==> src/rtl/alu_mul_seq_if.sv <==
// Signal bundle for alu_mul_seq: multiply request/response plus the shared-ALU
// arbitration bus (datapath side ext_*, ALU side alu_*).
interface alu_mul_seq_if #(
  parameter int WIDTH = 16
);
  logic             start;
  logic [WIDTH-1:0] a;
  logic [WIDTH-1:0] b;
  logic             busy;
  logic             done;
  logic [WIDTH-1:0] product;
  logic [WIDTH-1:0] ext_A;
  logic [WIDTH-1:0] ext_B;
  logic [2:0]       ext_op;
  logic [WIDTH-1:0] alu_A;
  logic [WIDTH-1:0] alu_B;
  logic [2:0]       alu_op;
  logic [WIDTH-1:0] alu_R;

  // Environment side: requester, datapath and the shared ALU's result.
  modport master (
    output start, a, b, ext_A, ext_B, ext_op, alu_R,
    input  busy, done, product, alu_A, alu_B, alu_op
  );

  // Sequencer side.
  modport slave (
    input  start, a, b, ext_A, ext_B, ext_op, alu_R,
    output busy, done, product, alu_A, alu_B, alu_op
  );
endinterface

==> src/rtl/alu_mul_seq.sv <==
// Shift-add multiplier that borrows the core's shared ALU: passes datapath
// requests through while idle, otherwise drives ADD/SHIFT ops itself.
module alu_mul_seq #(
  parameter int WIDTH      = 16,
  parameter bit EARLY_EXIT = 1'b1
) (
  input  logic         clk,
  input  logic         rst_n,
  alu_mul_seq_if.slave bus
);

  localparam int               IT_W     = $clog2(WIDTH) + 1;
  localparam logic [IT_W-1:0]  IT_MAX   = IT_W'(WIDTH);
  localparam logic [2:0]       OP_ADD   = 3'd2;
  localparam logic [2:0]       OP_SHIFT = 3'd4;

  typedef enum logic [2:0] {
    S_IDLE,
    S_TEST,
    S_ADD,
    S_SHL,
    S_SHR,
    S_DONE
  } state_t;

  state_t           state_q, state_d;
  logic [WIDTH-1:0] p_q, p_d;
  logic [WIDTH-1:0] m_q, m_d;
  logic [WIDTH-1:0] q_q, q_d;
  logic [IT_W-1:0]  it_q, it_d;
  logic [WIDTH-1:0] product_q, product_d;

  logic [WIDTH-1:0] alu_a;
  logic [WIDTH-1:0] alu_b;
  logic [2:0]       alu_op;
  logic             busy;
  logic             done;

  always_ff @(posedge clk or negedge rst_n) begin
    if (!rst_n) begin
      state_q   <= S_IDLE;
      p_q       <= '0;
      m_q       <= '0;
      q_q       <= '0;
      it_q      <= '0;
      product_q <= '0;
    end else begin
      state_q   <= state_d;
      p_q       <= p_d;
      m_q       <= m_d;
      q_q       <= q_d;
      it_q      <= it_d;
      product_q <= product_d;
    end
  end

  always_comb begin
    state_d   = state_q;
    p_d       = p_q;
    m_d       = m_q;
    q_d       = q_q;
    it_d      = it_q;
    product_d = product_q;
    alu_a     = bus.ext_A;
    alu_b     = bus.ext_B;
    alu_op    = bus.ext_op;
    busy      = 1'b0;
    done      = 1'b0;

    case (state_q)
      S_IDLE: begin
        if (bus.start) begin
          p_d     = '0;
          m_d     = bus.a;
          q_d     = bus.b;
          it_d    = '0;
          state_d = S_TEST;
        end
      end
      S_TEST: begin
        busy   = 1'b1;
        alu_a  = '0;
        alu_b  = '0;
        alu_op = 3'd0;
        // Latch the result on the way into DONE so it is already visible there.
        if ((EARLY_EXIT && (q_q == '0)) || (it_q == IT_MAX)) begin
          product_d = p_q;
          state_d   = S_DONE;
        end else if (q_q[0]) begin
          state_d = S_ADD;
        end else begin
          state_d = S_SHL;
        end
      end
      S_ADD: begin
        busy    = 1'b1;
        alu_a   = p_q;
        alu_b   = m_q;
        alu_op  = OP_ADD;
        p_d     = bus.alu_R;
        state_d = S_SHL;
      end
      S_SHL: begin
        busy    = 1'b1;
        alu_a   = m_q;
        alu_b   = WIDTH'(1);
        alu_op  = OP_SHIFT;
        m_d     = bus.alu_R;
        state_d = S_SHR;
      end
      S_SHR: begin
        // A shift amount of -1 asks the ALU for a logical right shift by one.
        busy    = 1'b1;
        alu_a   = q_q;
        alu_b   = '1;
        alu_op  = OP_SHIFT;
        q_d     = bus.alu_R;
        it_d    = it_q + IT_W'(1);
        state_d = S_TEST;
      end
      S_DONE: begin
        done    = 1'b1;
        state_d = S_IDLE;
      end
      default: begin
        state_d = S_IDLE;
      end
    endcase
  end

  assign bus.alu_A   = alu_a;
  assign bus.alu_B   = alu_b;
  assign bus.alu_op  = alu_op;
  assign bus.busy    = busy;
  assign bus.done    = done;
  assign bus.product = product_q;

endmodule

==> src/flat_wrapper.sv <==
// flat-port wrapper written by rule: the top's interface ports become plain ports
module alu_mul_seq_flat 
#(
  parameter int WIDTH      = 16,
  parameter bit EARLY_EXIT = 1'b1
)
  (clk, rst_n, bus_start, bus_a, bus_b, bus_ext_A, bus_ext_B, bus_ext_op, bus_alu_R, bus_busy, bus_done, bus_product, bus_alu_A, bus_alu_B, bus_alu_op);
  alu_mul_seq_if #(.WIDTH(WIDTH)) bus_i ();
  input  logic clk;
  input  logic rst_n;
  input wire logic [$bits(bus_i.start)-1:0] bus_start;
  input wire logic [$bits(bus_i.a)-1:0] bus_a;
  input wire logic [$bits(bus_i.b)-1:0] bus_b;
  input wire logic [$bits(bus_i.ext_A)-1:0] bus_ext_A;
  input wire logic [$bits(bus_i.ext_B)-1:0] bus_ext_B;
  input wire logic [$bits(bus_i.ext_op)-1:0] bus_ext_op;
  input wire logic [$bits(bus_i.alu_R)-1:0] bus_alu_R;
  output wire logic [$bits(bus_i.busy)-1:0] bus_busy;
  output wire logic [$bits(bus_i.done)-1:0] bus_done;
  output wire logic [$bits(bus_i.product)-1:0] bus_product;
  output wire logic [$bits(bus_i.alu_A)-1:0] bus_alu_A;
  output wire logic [$bits(bus_i.alu_B)-1:0] bus_alu_B;
  output wire logic [$bits(bus_i.alu_op)-1:0] bus_alu_op;
  assign bus_i.start = bus_start;
  assign bus_i.a = bus_a;
  assign bus_i.b = bus_b;
  assign bus_i.ext_A = bus_ext_A;
  assign bus_i.ext_B = bus_ext_B;
  assign bus_i.ext_op = bus_ext_op;
  assign bus_i.alu_R = bus_alu_R;
  assign bus_busy = bus_i.busy;
  assign bus_done = bus_i.done;
  assign bus_product = bus_i.product;
  assign bus_alu_A = bus_i.alu_A;
  assign bus_alu_B = bus_i.alu_B;
  assign bus_alu_op = bus_i.alu_op;
  alu_mul_seq #(.WIDTH(WIDTH), .EARLY_EXIT(EARLY_EXIT)) u_core (.clk(clk), .rst_n(rst_n), .bus(bus_i));
endmodule
==> config.mk <==
export PLATFORM = sky130hd
export DESIGN_NAME = alu_mul_seq_flat
export DESIGN_NICKNAME = d
export VERILOG_FILES = /design/src/rtl/alu_mul_seq_if.sv /design/src/rtl/alu_mul_seq.sv /design/src/flat_wrapper.sv
export SDC_FILE = /design/constraint.sdc
export NUM_CORES = 1
export LEC_CHECK = 0
export BUFFER_PORTS_ARGS = -buffer_cell sky130_fd_sc_hd__buf_2
export CAP_MARGIN = 20
export CORE_ASPECT_RATIO = 1.4
export CORE_MARGIN = 2
export CORE_UTILIZATION = 51
export CTS_CLUSTER_DIAMETER = 100
export DETAILED_ROUTE_END_ITERATION = 7
export MAX_ROUTING_LAYER = met4
export PLACE_DENSITY_LB_ADDON = 0.3
export RECOVER_POWER = 25
export SLEW_MARGIN = 20
export SYNTH_ARGS = -nofsm -noshare
export SYNTH_HDL_FRONTEND = slang
export SYNTH_SLANG_ARGS = --single-unit
==> constraint.sdc <==
create_clock -name clk -period 2.4 [get_ports clk]
set_input_delay 0.24 -clock clk [delete_from_list [all_inputs] [get_ports clk]]
set_output_delay 0.24 -clock clk [all_outputs]
set_load 0.1 [all_outputs]
; After elaboration in Yosys (flattened, before gate mapping)
; Index checks and enable logic that the tools add are counted.
[totals]
ff_bits = 72
latchBits = 0
ramBits = 0
romBits = 0
inputBits = 86
output_inout_bits = 53
n_memories = 0
[op_classes]
add_sub_neg = 1
n_mul = 0
n_div = 0
magnitude_cmp = 0
n_eq_ne = 7
shift = 0
n_mux = 17
bitwise_logic = 0
n_reduce_logical = 12
[op_table]
columns = cell, count
row1 = one-hot mux 16 bit (4 select lines), 2
row2 = one-hot mux 16 bit (2 select lines), 3
row3 = two-way mux 16 bit, 3
row4 = zero test 16 bit, 1
row5 = one-hot mux 3 bit (5 select lines), 1
row6 = one-hot mux 5 bit (2 select lines), 1
row7 = one-hot mux 3 bit (3 select lines), 1
row8 = AND reduction 2 bit, 4
row9 = "== test 3 x 2 -> 1 bit, second input constant", 2
row10 = "== test 3 bit, second input constant", 2
row11 = two-way mux 3 bit, 2
row12 = nonzero test 2 bit, 3
row13 = "adder 5 x 1 -> 5 bit, second input constant", 1
row14 = "== test 5 bit, second input constant", 1
row15 = two-way mux 5 bit, 1
row16 = OR reduction 4 bit, 1
row17 = "== test 3 x 1 -> 1 bit, second input constant", 1
row18 = zero test 3 bit, 1
row19 = two-way mux 1 bit, 3
row20 = "inequality test 2 bit, second input constant", 1
row21 = OR reduction 2 bit, 1
row22 = logical OR 1 bit, 1

; Longest topological paths before layout
[depth]
word_depth = 4
ltp_mapped = 7
mapped_depth_nobuf = 5

; Worst setup path before layout
; OpenSTA, ideal clock, no wires.
[synth_path]
path_type = reg2out
startpoint = register u_core.state_q[1]
endpoint = output bus_alu_op[1]
arrival_ns = 3.983
required_time_ns = 2.160
path_slack_ns = -1.823
stages_incl_launch_ff = 5
n_path_buf = 1
cell_sequence = dfrtp_1 -> buf_2 -> nor2_2 -> xnor2_1 -> o21ai_0
[synth_between]
elab_chain_len = 3
elab_cells_between_ends = 6
[synth_lines]
columns = item, line_no
row1 = from (decl), alu_mul_seq.sv:26  ; state_t state_q, state_d;
row2 = from (signal assigned), alu_mul_seq.sv:48  ; state_q <= state_d;
row3 = == test 3 x 2 -> 1 bit / == test 3 bit (equally long branches), alu_mul_seq.sv:70  ; case (state_q)
row4 = OR reduction 2 bit (no source line), --
row5 = one-hot mux 3 bit (3 select lines) *, alu_mul_seq.sv:70
row6 = to (decl), flat_wrapper.sv:23  ; output wire logic [$bits(bus_i.alu_op)-1:0] bus_alu_op;
; Mark *: on every way between the ends. The rest lies on a longest branch, timed or not.

; Worst setup path after layout
[layout_path]
startpoint = register u_core.state_q[0]
endpoint = output bus_alu_A[14]
[layout_between]
elab_chain_len = 2
elab_cells_between_ends = 5
[layout_lines]
columns = item, line_no
row1 = == test 3 bit (tied with other cells), alu_mul_seq.sv:70
row2 = one-hot mux 16 bit (4 select lines) *, alu_mul_seq.sv:70
row3 = to (decl), flat_wrapper.sv:21  ; output wire logic [$bits(bus_i.alu_A)-1:0] bus_alu_A;
; Marks and branches as above.

==> flow_metrics.env <==
export IMPL_clockRootBuffer="clkbuf_8"
export IMPL_status="complete, no violations"
export IMPL_cp_slowest_cell="dfrtp_4"
export IMPL_ant_nets=0
export IMPL_die_x_um=79.2
export IMPL_fillers=534
export IMPL_synthTopCellsByCount="dfrtp_1, nand2_1, o21ai_0"
export IMPL_num_vias=4117
export IMPL_async_reset_ff_share_pct=100
export IMPL_cp_data_required_time_ns=2.16
export IMPL_place_congestion=0.934
export IMPL_diodes=0
export IMPL_critPathBufInv=2
export IMPL_yosysTopAreaCell="dfrtp_1"
export IMPL_slew_headroom_pct=0.947
export IMPL_critPathLaunchType="flop"
export IMPL_period_minus_slack_ns=2.36
export IMPL_wire_per_inst_um=19.8
export IMPL_synthCells=434
export IMPL_grt_max_degree=43
export IMPL_crit_type="reg -> out"
export IMPL_cts_clk_slew_worst_paths_ns=0.08
export IMPL_drc=0
export IMPL_synth_net_count=522
export IMPL_r2r_slack_ns=0.24
export IMPL_grtUsageTotal_pct=32.0
export IMPL_grt_pass1_wl_mm=20.3
export IMPL_slew_viol_final=0
export IMPL_crit_chain="buf_4 > mux2_2 > a221oi_2 > a31oi_4 > buf_12"
export IMPL_fp_dieH_um=109
export IMPL_grt_pass1_vias=3932
export IMPL_finalSetupViolCount=0
export IMPL_synth_flop_cell="dfrtp_1"
export IMPL_viasPerCell=6.11
export IMPL_final_layout_size_suffix_gt1_share_pct=43.6
export IMPL_synth_top_area_share_pct=44.6
export IMPL_rows=38
export IMPL_synth_seq_cells=72
export IMPL_cts_sinks=72
export IMPL_fmax_mhz=423
export IMPL_die_area_um2=8650
export IMPL_cts_buffer_depth=2
export IMPL_stdcell_count=674
export IMPL_cp_top_family="flip-flops"
export IMPL_holdCritPathClass="in -> reg"
export IMPL_whs_ns=0.143
export IMPL_hold_viol=0
export IMPL_startpoint="u_core.state_q[0]"
export IMPL_finalCritPeriodShare_pct=98.5
export IMPL_io_pins=139
export IMPL_fin_skew_ns=0.00759
export IMPL_worstPathArrival_ns=2.12
export IMPL_synth_warning_count=0
export IMPL_nets=657
export IMPL_clock_latency_ns=0.36
export IMPL_area_growth_pct=46.9
export IMPL_crit_path_max_incr_delay_ns=0.58
export IMPL_dr_pass1_iters=6
export IMPL_avgSynthCellArea_um2=9.30
export IMPL_synth_area_um2=4040
export IMPL_cts_htree_levels=3
export IMPL_antenna_found_initial=0
export IMPL_reg2reg_depth=5
export IMPL_seq_area_frac_synth_pct=44.6
export IMPL_tns_ns=0
export IMPL_synth_edff_count=0
export IMPL_numPortBuffers=138
export IMPL_postRouteWirelength_mm=13.4
export IMPL_path_depth=5
export IMPL_tightest_slew_ns=1.49
export IMPL_worstReg2RegStart="u_core.state_q[1]"
export IMPL_crit_path_end="bus_alu_A[14]"
export IMPL_grt_overflow=0
export IMPL_cts_inserted_buffers=9
export IMPL_dpl_hpwl_mm=9.86
export IMPL_start_util_pct=52.4
export IMPL_drv_cap=0
export IMPL_tritoncts="built"
export IMPL_dr_first_iter_drc_count=322
export IMPL_coreArea_um2=7700
export IMPL_synth_area_leaders="dfrtp_1, mux2_2, o21ai_0"
export IMPL_placed_cells_incl_taps=653
export IMPL_cp_max_fo=14
export IMPL_critPathCaptureType="output port"
export IMPL_r2r_end="u_core.m_q[15]"
export IMPL_yosysMostFrequentCell="dfrtp_1"
export IMPL_synth_distinct_cells=37
## registers in the layout, indices dropped and copies added, names as in the netlist
| name | flops |
|---|---|
| u_core.bus.product | 16 |
| u_core.m_q | 16 |
| u_core.p_q | 16 |
| u_core.q_q | 16 |
| u_core.it_q | 5 |
| u_core.state_q | 3 |
## final cells by class
class	count	area, um2	area share, %
clock buffer	11	141	2.38
inverter	3	11.3	0.190
timing repair buffer	160	1350	22.7
tap	100	125	2.11
clock inverter	5	80.1	1.35
sequential	72	1810	30.5
multi-input combinational	323	2410	40.7
## per-layer routing
| layer | track usage (%) | routed length (um) |
|---|---|---|
| met5 | - | 0 |
| met4 | 12.1 | 421 |
| met3 | 6.21 | 1050 |
| met2 | 53.2 | 6850 |
| met1 | 38.6 | 5050 |
## layout by cell type, fill, tap and decap left out, drive strengths merged
cell	synthesis	routed
buf	15	156
dfrtp	72	72
nand2	57	57
o21ai	57	57
nor2	33	34
mux2	32	32
nor2b	19	19
mux2i	17	17
a22o	17	17
a21oi	17	17
a31oi	16	16
a221oi	16	16
o22ai	15	15
clkbuf	22	14
nand3	6	6
nor4	4	4
inv	3	3
xor2	2	2
ha	2	2
bufinv	0	2
clkinvlp	0	2
or2	1	1
xnor2	1	1
nand2b	1	1
nand3b	1	1
and3b	1	1
nand4	1	1
or3b	1	1
nor3b	1	1
or4b	1	1
and2	1	1
a21o	1	1
a31o	1	1
clkinv	0	1
dlygate4sd3	0	1
## cells by family (layout without fill, tap and decap cells)
family / after synthesis / after routing / share of synthesized area (%)
flip-flops: 72 / 72 / 44.6
AND/OR/NAND/NOR: 128 / 129 / 14.5
adder cells (fa/ha/maj): 2 / 2 / 0.620
buffers and inverters: 40 / 179 / 4.68
AO/OA/AOI/OAI: 140 / 140 / 21.8
multiplexers: 49 / 49 / 13.1
XOR/XNOR: 3 / 3 / 0.651
## worst min-delay path by stage
| stage | cells past startpoint | endpoint | slack [ns] | from |
|---|---|---|---|---|
| 2_1_floorplan | 0 | u_core.bus.product[0] | -0.06 | rst_n |
| 3_3_place_gp | 1 | u_core.bus.product[2] | 0.07 | rst_n |
| 3_5_place_dp | 1 | u_core.bus.product[2] | 0.06 | rst_n |
| 4_1_cts | 3 | u_core.m_q[13] | 0.14 | bus_a[13] |
| 5_1_grt | 3 | u_core.m_q[13] | 0.15 | bus_a[13] |
| 6_report | 3 | u_core.m_q[13] | 0.14 | bus_a[13] |
## worst register-to-register path: stages, from the launching register on
cell and delay, ns:
dfrtp_2 0.53, buf_4 0.27, or4b_1 0.58, nand2_1 0.50, nor2_1 0.11, nor2_1 0.12
## repair_timing
item,4_1_cts,5_1_grt
hold buffers,1,0
pin swaps,1,1
endpoints found under the setup margin,17,31
buffers inserted,1,2
gates resized for setup,8,12
gates cloned,1,0
endpoints found under the hold margin,52,0
## stage by stage
step,utilization (%),worst slack (ns),area [um2]
after floorplan,-,-0.744,4330
after CTS,76.3,0.00937,5880
final,77.0,0.0364,5930
after global placement,72.8,0.269,5610
after detailed placement,72.8,0.162,5610
after global routing,77.0,-0.00179,5930
Power is not shown: default switching activity piles up to over one toggle a cycle in this logic, so the estimate is an artifact.
